===== src/rtl/mux_scan_ctrl.sv =====
// Scan controller for a downstream 4:1 mux: steps the select lines over four
// channels, waits SETTLE cycles per channel, samples each one and presents a 4-bit word.
module mux_scan_ctrl #(
    parameter int unsigned SETTLE = 2
) (
    input  logic       clk,
    input  logic       rst_n,
    input  logic       start,
    input  logic       continuous,
    input  logic       d,
    output logic       s0,
    output logic       s1,
    output logic [3:0] word,
    output logic       word_valid,
    input  logic       word_ready,
    output logic       busy
);

    typedef enum logic [1:0] {
        ST_IDLE   = 2'd0,
        ST_SETTLE = 2'd1,
        ST_SAMPLE = 2'd2,
        ST_HOLD   = 2'd3
    } state_t;

    localparam logic [3:0] RELOAD = 4'(SETTLE - 1);

    state_t      state_r, state_s;
    logic [1:0]  ch_r, ch_s;
    logic [3:0]  cnt_r, cnt_s;
    logic [3:0]  cap_r, cap_s;
    logic [3:0]  word_r, word_s;
    logic        valid_r, valid_s;
    logic        busy_r, busy_s;

    // State and datapath registers; reset discards any partial capture.
    always_ff @(posedge clk or negedge rst_n) begin
        if (!rst_n) begin
            state_r <= ST_IDLE;
            ch_r    <= 2'd0;
            cnt_r   <= 4'd0;
            cap_r   <= 4'd0;
            word_r  <= 4'd0;
            valid_r <= 1'b0;
            busy_r  <= 1'b0;
        end else begin
            state_r <= state_s;
            ch_r    <= ch_s;
            cnt_r   <= cnt_s;
            cap_r   <= cap_s;
            word_r  <= word_s;
            valid_r <= valid_s;
            busy_r  <= busy_s;
        end
    end

    // Next-state and next-register computation for the scan sequence.
    always_comb begin
        state_s = state_r;
        ch_s    = ch_r;
        cnt_s   = cnt_r;
        cap_s   = cap_r;
        word_s  = word_r;
        valid_s = valid_r;
        case (state_r)
            ST_IDLE: begin
                ch_s = 2'd0;
                if (start) begin
                    cnt_s   = RELOAD;
                    state_s = ST_SETTLE;
                end else begin
                    state_s = ST_IDLE;
                end
            end
            ST_SETTLE: begin
                if (cnt_r == 4'd0) begin
                    state_s = ST_SAMPLE;
                end else begin
                    cnt_s = cnt_r - 4'd1;
                end
            end
            ST_SAMPLE: begin
                cap_s[ch_r] = d;
                // The last channel's bit is folded in directly so word is complete on HOLD entry.
                if (ch_r == 2'd3) begin
                    word_s  = {d, cap_r[2:0]};
                    valid_s = 1'b1;
                    state_s = ST_HOLD;
                end else begin
                    ch_s    = ch_r + 2'd1;
                    cnt_s   = RELOAD;
                    state_s = ST_SETTLE;
                end
            end
            ST_HOLD: begin
                if (word_ready) begin
                    valid_s = 1'b0;
                    ch_s    = 2'd0;
                    if (continuous) begin
                        cnt_s   = RELOAD;
                        state_s = ST_SETTLE;
                    end else begin
                        state_s = ST_IDLE;
                    end
                end else begin
                    state_s = ST_HOLD;
                end
            end
            default: begin
                state_s = ST_IDLE;
                ch_s    = 2'd0;
                cnt_s   = 4'd0;
                valid_s = 1'b0;
            end
        endcase
        busy_s = (state_s != ST_IDLE);
    end

    assign s0         = ch_r[1];
    assign s1         = ch_r[0];
    assign word       = word_r;
    assign word_valid = valid_r;
    assign busy       = busy_r;

endmodule


===== config.mk =====
export PLATFORM = sky130hd
export DESIGN_NAME = mux_scan_ctrl
export DESIGN_NICKNAME = d
export VERILOG_FILES = /design/src/rtl/mux_scan_ctrl.sv
export SDC_FILE = /design/constraint.sdc
export NUM_CORES = 1
export LEC_CHECK = 0
export BUFFER_PORTS_ARGS = -buffer_cell sky130_fd_sc_hd__buf_2
export CAP_MARGIN = 20
export CORE_MARGIN = 1
export CORE_UTILIZATION = 56
export CTS_CLUSTER_SIZE = 20
export DETAILED_ROUTE_END_ITERATION = 12
export GPL_TIMING_DRIVEN = 0
export HOLD_SLACK_MARGIN = 0.15
export PLACE_DENSITY_LB_ADDON = 0.1
export SETUP_SLACK_MARGIN = 0.02
export SLEW_MARGIN = 20
export SYNTH_ARGS = -nofsm -noshare
export SYNTH_HDL_FRONTEND = slang
export SYNTH_SLANG_ARGS = --single-unit

===== constraint.sdc =====
create_clock -name clk -period 3.37 [get_ports clk]
set_input_delay 0.1685 -clock clk [delete_from_list [all_inputs] [get_ports clk]]
set_output_delay 0.1685 -clock clk [all_outputs]
set_load 0.01 [all_outputs]

After elaboration in Yosys (flattened, before gate mapping)
Index checks and enable logic that the tools add are counted.
W data, S select, Z words.
{"block": "word_totals", "ff_bits": 18, "wordCells": 52}
{"block": "classes", "order_cmp": 2, "mux": 21, "n_eq_ne": 10, "n_addsub": 2, "reduce_logical": 10}
{"cell": "$mux W4", "n": 5}
{"cell": "$pmux W4 S4", "n": 1}
{"cell": "$ne A2 B2 Y1 const B", "n": 6}
{"cell": "$mux W2", "n": 5}
{"cell": "$pmux W2 S4", "n": 1}
{"cell": "$eq A2 B2 Y1 const B", "n": 3}
{"cell": "$pmux W2 S3", "n": 1}
{"cell": "$reduce_and A3 Y1", "n": 2}
{"cell": "$mux W1", "n": 5}
{"cell": "$reduce_and A5 Y1", "n": 1}
{"cell": "$bwmux W4", "n": 1}
{"cell": "$logic_not A4 Y1", "n": 1}
{"cell": "$reduce_bool A2 Y1", "n": 2}
{"cell": "$sub A4 B1 Y4 const B", "n": 1}
{"cell": "$lt A2 B3 Y1 const B", "n": 1}
{"cell": "$reduce_bool A3 Y1", "n": 1}
{"cell": "$add A2 B1 Y2 const B", "n": 1}
{"cell": "$demux W1 S2", "n": 1}
{"cell": "$eq A2 B1 Y1 const B", "n": 1}
{"cell": "$ge A2 B1 Y1 const B", "n": 1}
{"cell": "$logic_not A2 Y1", "n": 1}
{"cell": "$pmux W1 S2", "n": 1}
{"cell": "$reduce_and A2 Y1", "n": 1}
{"cell": "$logic_and A1 B1 Y1", "n": 1}

Logic depth before layout (Yosys ltp)
Gate-level depths: netlist (run 1).
{"block": "logic_depth", "depth_word": 5, "depth_mapped": 5, "mapped_depth_nobuf": 5}

Worst setup path before layout (run 1)
No wires, ideal clock.
{"block": "synth_path", "kind": "register to register", "startpoint": "reg cnt_r[0]", "endpoint": "reg cnt_r[0]", "slack_ps": 1961, "stages_incl_launch_ff": 6, "synth_period_minus_slack_ps": 1409, "setup_time_ps": 124, "arrival_ps": 1285, "cell_sequence": "dfrtp_1 inv_1 ha_1 nor4bb_4 nor3_1 o31a_1"}
{"block": "synth_between", "elab_chain_len": 3, "elab_cells_between_ends": 6}
{"element": "from (decl)", "line": "30", "rtl": "logic [3:0] cnt_r, cnt_s;"}
{"element": "from (signal assigned)", "line": "49", "rtl": "cnt_r <= cnt_s;"}
{"element": "$sub A4 B1 Y4 or $logic_not A4 Y1 (tied branches)", "line": "79, 76"}
{"element": "$mux W4 or $ne A2 B2 Y1 (tied branches)"}
{"element": "$pmux W4 S4 or $reduce_and A5 Y1 (tied branches)"}
Several ways; a longest one is shown, not always the timed one. The select of a mux whose other input is x is not followed.
A chain may end at the register's enable or synchronous reset.

Worst setup path in the final report (run 1)
Same ends and word-level chain as after synthesis.

==> impl_results.md, run 1 <==
* Outcome: complete, no violations
* Fraction of registers with async set/reset at 1.00
* Overall Global Routing Usage at 0.188
* Fin. Hold Viols at 0
* ANT nets after route at 0
* First-pass GRT wire length at 2.52 mm
* Crit path kind: reg2reg
* Top-area cell type share of the netlist area at 0.476
* Cells resized by post-CTS repair at 0
* Register area share after synthesis at 0.476
* # hold bufs at CTS at 2
* P&R area growth vs syn at 14.7%
* CP delay by family, top: simple AND/OR/NAND/NOR gates
* Nets at 108
* Simple-gate area share of the yosys netlist at 0.167
* Most used DFF post-synth: dfrtp_1
* Antenna diodes at 0
* Critical Path Slowest Stage Cell: dfrtp_1
* Unique masters post-synth at 28
* YS warnings at 0
* Arrival time worst endpoint at 1.77 ns
* Worst-Margin Slew at 0.369 ns
* Worst-path clk slew at 0.09 ns
* CTS tree: yes
* Die X at 41.9 µm
* Root buffer cell: clkbuf_4
* Fill cell count at 125
* Post-Route Skew at 0.00269 ns
* Routed WL at 1.49 mm
* Synth area leader: dfrtp_1
* Unrepaired setup endpoints after global routing: no
* CORE AREA at 1510 µm²
* Final setup TNS at 0 ns
* Mux share of post-synthesis cell area at 0.112
* Placement Cell Area at 978 µm²
* Fin crit share at 0.474
* DR pass1 iterations at 4
* Wirelength per Cell at 13.3 µm
* # DRC at 0
* Max Transition Viols Final at 0
* Initial antenna violation count at 0
* Cell Rows at 14
* Most common library cells after synthesis: dfrtp_1, mux2_2, inv_1
* Post-synthesis compound-gate area fraction at 0.122
* Max_cap viols at 0
* Worst Setup End Kind: register
* Count leader, synth: dfrtp_1
* Mean area per synthesized cell at 11.6 µm²
* CP required at 3.55 ns
* CTS H-tree depth at 1
* IO Port Bufs at 13
* Startpoint types: register
* Gpl congestion at 0.709
* Synth Area in XOR/XNOR at 0.00980
* Synth Register Bits at 17
* Area contributors post-synth: dfrtp_1, mux2_2, ha_1
* Worst-path fanout max at 5
* Leak pwr at 0.493 nW
* Syn Inst Count at 77
* Vias in the first global route at 573
* Final design area excluding fillers at 1020 µm²
* CTS buffer count at 3
* Post-synthesis adder-cell area fraction at 0.0700
* Share of cells above drive strength 1 at 0.302
* Mapped Nets at 88
* Post-CTS setup buffers at 0
* CP Cell Sequence: inv_1 -> ha_1 -> nor4bb_4 -> nor3_1 -> o31a_1
* Top-Level Pins at 14
* Headroom to the max-slew limit at 0.754
* Height of the chip at 41.9 µm
* Skew-Pair Late Insertion Delay at 0.28 ns
* Worst vdd ir at 0.000355 V
* Initial drt markers at 8
* Starting Density at 0.593
* Largest family of logic cells by synthesized area: simple AND/OR/NAND/NOR gates
* Post-synth EDFFs at 0
* FMAX at 0.626 GHz
* Die area at 1760 µm²
* Routed vias/inst at 5.59
* Via count at 626
* HPWL after detailed placement at 1.08 mm
* CTS max path bufs at 2
* Clk sinks at 17
* Global route total overflow at 0
* Buf/Inv on CP at 1
* WHS at 0.160 ns
* Setup violations, final at 0
* Max incr delay on CP at 0.41 ns
* Mapped Area at 893 µm²
* Pin count of the biggest net entering global routing at 18
* Worst hold path class: in2reg
* Cell Pwr Density at 745 nW/µm²
* Fin crit period at 1.60 ns
-- cell usage in the layout, fill, tap and decap left out --
cell,instances
nor2b_4,1
dfrtp_1,17
a32o_1,2
mux2i_1,1
buf_2,14
inv_1,6
nor4bb_4,1
o32a_1,1
nor2_1,5
clkbuf_1,1
nand2b_1,1
ha_1,5
or4_1,2
a31oi_1,1
nand2_1,5
o22ai_1,2
buf_6,1
xnor2_1,1
a21oi_1,3
or2b_1,2
o21ai_0,2
dlygate4sd3_1,2
o31a_1,2
mux2_2,8
and3_4,1
or3_1,1
and3b_1,1
nor3_1,2
clkbuf_4,3
o31ai_1,1
a21bo_1,1
-- area by class of cell --
| class | count | area, µm² | area share |
|---|---|---|---|
| inverters | 6 | 22.5 | 0.0220 |
| clock buffers | 4 | 26.3 | 0.0256 |
| multi-input cells | 52 | 429 | 0.419 |
| flip-flops and latches | 17 | 425 | 0.415 |
| well taps | 16 | 20.0 | 0.0195 |
| plain buffers | 2 | 16.3 | 0.0159 |
| repair buffers | 15 | 85.1 | 0.0830 |
-- kinds of logic (layout without fill, tap and decap cells) --
family | Yosys count | after routing
flip-flops | 17 | 17
AO/OA/AOI/OAI | 15 | 15
adder cells (fa/ha/maj) | 5 | 5
XOR/XNOR | 1 | 1
AND/OR/NAND/NOR | 22 | 22
buffers and inverters | 8 | 27
multiplexers | 9 | 9
-- final timing paths --
path | cells past startpoint | endpoint | slack (ns) | from
max | 5 | cnt_r[0] | 1.77 | cnt_r[0]
min | 2 | word[3] | 0.16 | d
max reg2reg | 5 | cnt_r[0] | 1.77 | cnt_r[0]
min reg2reg | 1 | word[1] | 0.50 | word[1]
max in group asynchronous | 2 | word[3] | 2.78 | rst_n
min in group asynchronous | 2 | cnt_r[2] | 0.32 | rst_n
-- report_power, final --
group	internal (mW)	switching [mW]
clock	0.0459	0.0599
sequential	0.271	0.0559
combinational	0.176	0.155
-- sequential cells by signal, indices dropped and copies added (netlist names) --
register / cells
busy: 1
cap_r: 3
ch_r: 2
cnt_r: 4
state_r: 2
word: 4
word_valid: 1
-- metal layers --
layer  vias to the layer above  global-route usage  share of wire
met5                         -                   0              0
met4                         0              0.0387         0.0054
met3                         3              0.0391          0.030
met2                        11               0.281           0.43
met1                       295               0.281           0.53
li1                        317                   -              -
-- per-stage QoR --
step	instances	setup slack, ns	power, mW	util
after floorplan	77	1.96	0.580	-
after global placement	106	1.82	0.644	0.650
after detailed placement	106	1.80	0.660	0.650
after CTS	112	1.78	0.770	0.680
after global routing	112	1.68	0.822	0.680
final	112	1.77	0.764	0.680
Note: power is estimated with default switching activity, not from simulation.
==> run 2, diff against run 1 <==
- CORE_UTILIZATION: 56 -> 48
- clock period: 3.37 -> 1.3 ns (I/O delays scaled with it)
==> impl_results.md, run 2 (synthesis results as in run 1) <==
* Critical Path Slowest Stage Cell: or4_1
* Initial antenna violation count at 0
* CP required at 1.48 ns
* # DRC at 0
* Antenna diodes at 0
* Fin crit share at 1.08
* Post-layout util at 0.702
* Max Transition Viols Final at 0
* Final worst slack at -0.108 ns
* R2R setup slack at -0.11 ns
* Via count at 681
* HPWL after detailed placement at 1.08 mm
* Max incr delay on CP at 0.41 ns
* Fin crit period at 1.41 ns
* Headroom to the max-slew limit at 0.740
* WHS at 0.221 ns
* Overall Global Routing Usage at 0.185
* Global route total overflow at 0
* Height of the chip at 45.1 µm
* Crit path kind: reg2reg
* Routed WL at 1.67 mm
* Top-Level Pins at 14
* Worst vdd ir at 0.00108 V
* CP delay by family, top: simple AND/OR/NAND/NOR gates
* Violated checks: negative setup slack
* Startpoint types: register
* CP Cell Sequence: inv_2 -> ha_4 -> nor4bb_4 -> or4_1 -> o31a_1
* CTS max path bufs at 2
* ANT nets after route at 0
* Arrival time worst endpoint at 1.59 ns
* Cell Rows at 15
* Gpl congestion at 0.721
* Root buffer cell: clkbuf_4
* CTS H-tree depth at 1
* Max_cap viols at 0
* P&R area growth vs syn at 35.7%
* CTS tree: yes
* Placement Cell Area at 1010 µm²
* First-pass GRT wire length at 2.76 mm
* FMAX at 0.710 GHz
* Clk sinks at 17
* Die area at 2040 µm²
* Unrepaired setup endpoints after global routing: yes
* Worst hold path class: in2async
* Nets at 121
* IO Port Bufs at 13
* Worst-path clk slew at 0.10 ns
* Initial drt markers at 4
* Buf/Inv on CP at 1
* Outcome: finished with violations
* Worst Setup End Kind: register
* Final design area excluding fillers at 1210 µm²
* Worst-Margin Slew at 0.390 ns
* Worst-path fanout max at 5
* Pin count of the biggest net entering global routing at 18
* Fin. Hold Viols at 0
* Routed vias/inst at 5.08
* Setup violations, final at 4
* Leak pwr at 0.568 nW
* Vias in the first global route at 665
* Wirelength per Cell at 12.5 µm
* Starting Density at 0.517
* Skew-Pair Late Insertion Delay at 0.29 ns
* Most frequent cells in the layout: dfrtp_1, buf_2, buf_4, mux2_2
* CORE AREA at 1730 µm²
* Die X at 45.1 µm
* Commonest non-fill, non-tap cell in the layout: dfrtp_1
* DR pass1 iterations at 4
* Post-Route Skew at 0.00345 ns
* Final setup TNS at -0.200 ns
* Share of cells above drive strength 1 at 0.486
* CTS buffer count at 3
* Cell Pwr Density at 1900 nW/µm²
* Fill cell count at 144
-- run 2: power breakdown --
group          switching (mW)  internal, mW
clock network           0.170         0.114
registers               0.154         0.707
logic                   0.492         0.669
-- run 2: layout make-up --
cell class                      count  area, µm²  share of cell area
Sequential cell                    17        428               0.353
Inverter                            6       22.5              0.0186
Buffer                              2       16.3              0.0134
Timing Repair Buffer               28        198               0.163
Clock inverter                      1       5.00             0.00413
Clock buffer                        3       22.5              0.0186
Multi-Input combinational cell     52        489               0.404
Tap cell                           25       31.3              0.0258
-- run 2: path summary, 6_finish.rpt --
kind | startpoint | endpoint | depth (start not counted)
setup / recovery | cnt_r[0] | cnt_r[0] | 5
hold / removal | rst_n | word[0] | 2
setup reg to reg | cnt_r[0] | cnt_r[0] | 5
hold reg to reg | word[1] | word[1] | 1
max in group asynchronous | rst_n | ch_r[0] | 2
min in group clk | word[1] | word[1] | 1
-- run 2: routing by layer --
layer	global-route usage	wire length (µm)
met1	0.255	834
met2	0.293	782
met3	0.0240	43
met4	0.0727	12
met5	0	0
-- run 2: repair_timing --
action | 4_1_cts | 5_1_grt
hold endpoints to repair | 24 | 0
gates resized for setup | 6 | 6
pin swaps | 3 | 4
endpoints found under the setup margin | 8 | 8
hold buffers | 5 | 0
buffers inserted | 8 | 2
-- run 2: per-stage QoR --
step | worst slack (ns) | std cells | power (mW)
3_3_place_gp | -0.114 | 115 | 1.71
2_1_floorplan | -0.0338 | 77 | 1.54
4_1_cts | -0.0954 | 132 | 2.22
5_1_grt | -0.152 | 134 | 2.48
3_5_place_dp | -0.124 | 115 | 1.75
6_report | -0.108 | 134 | 2.30
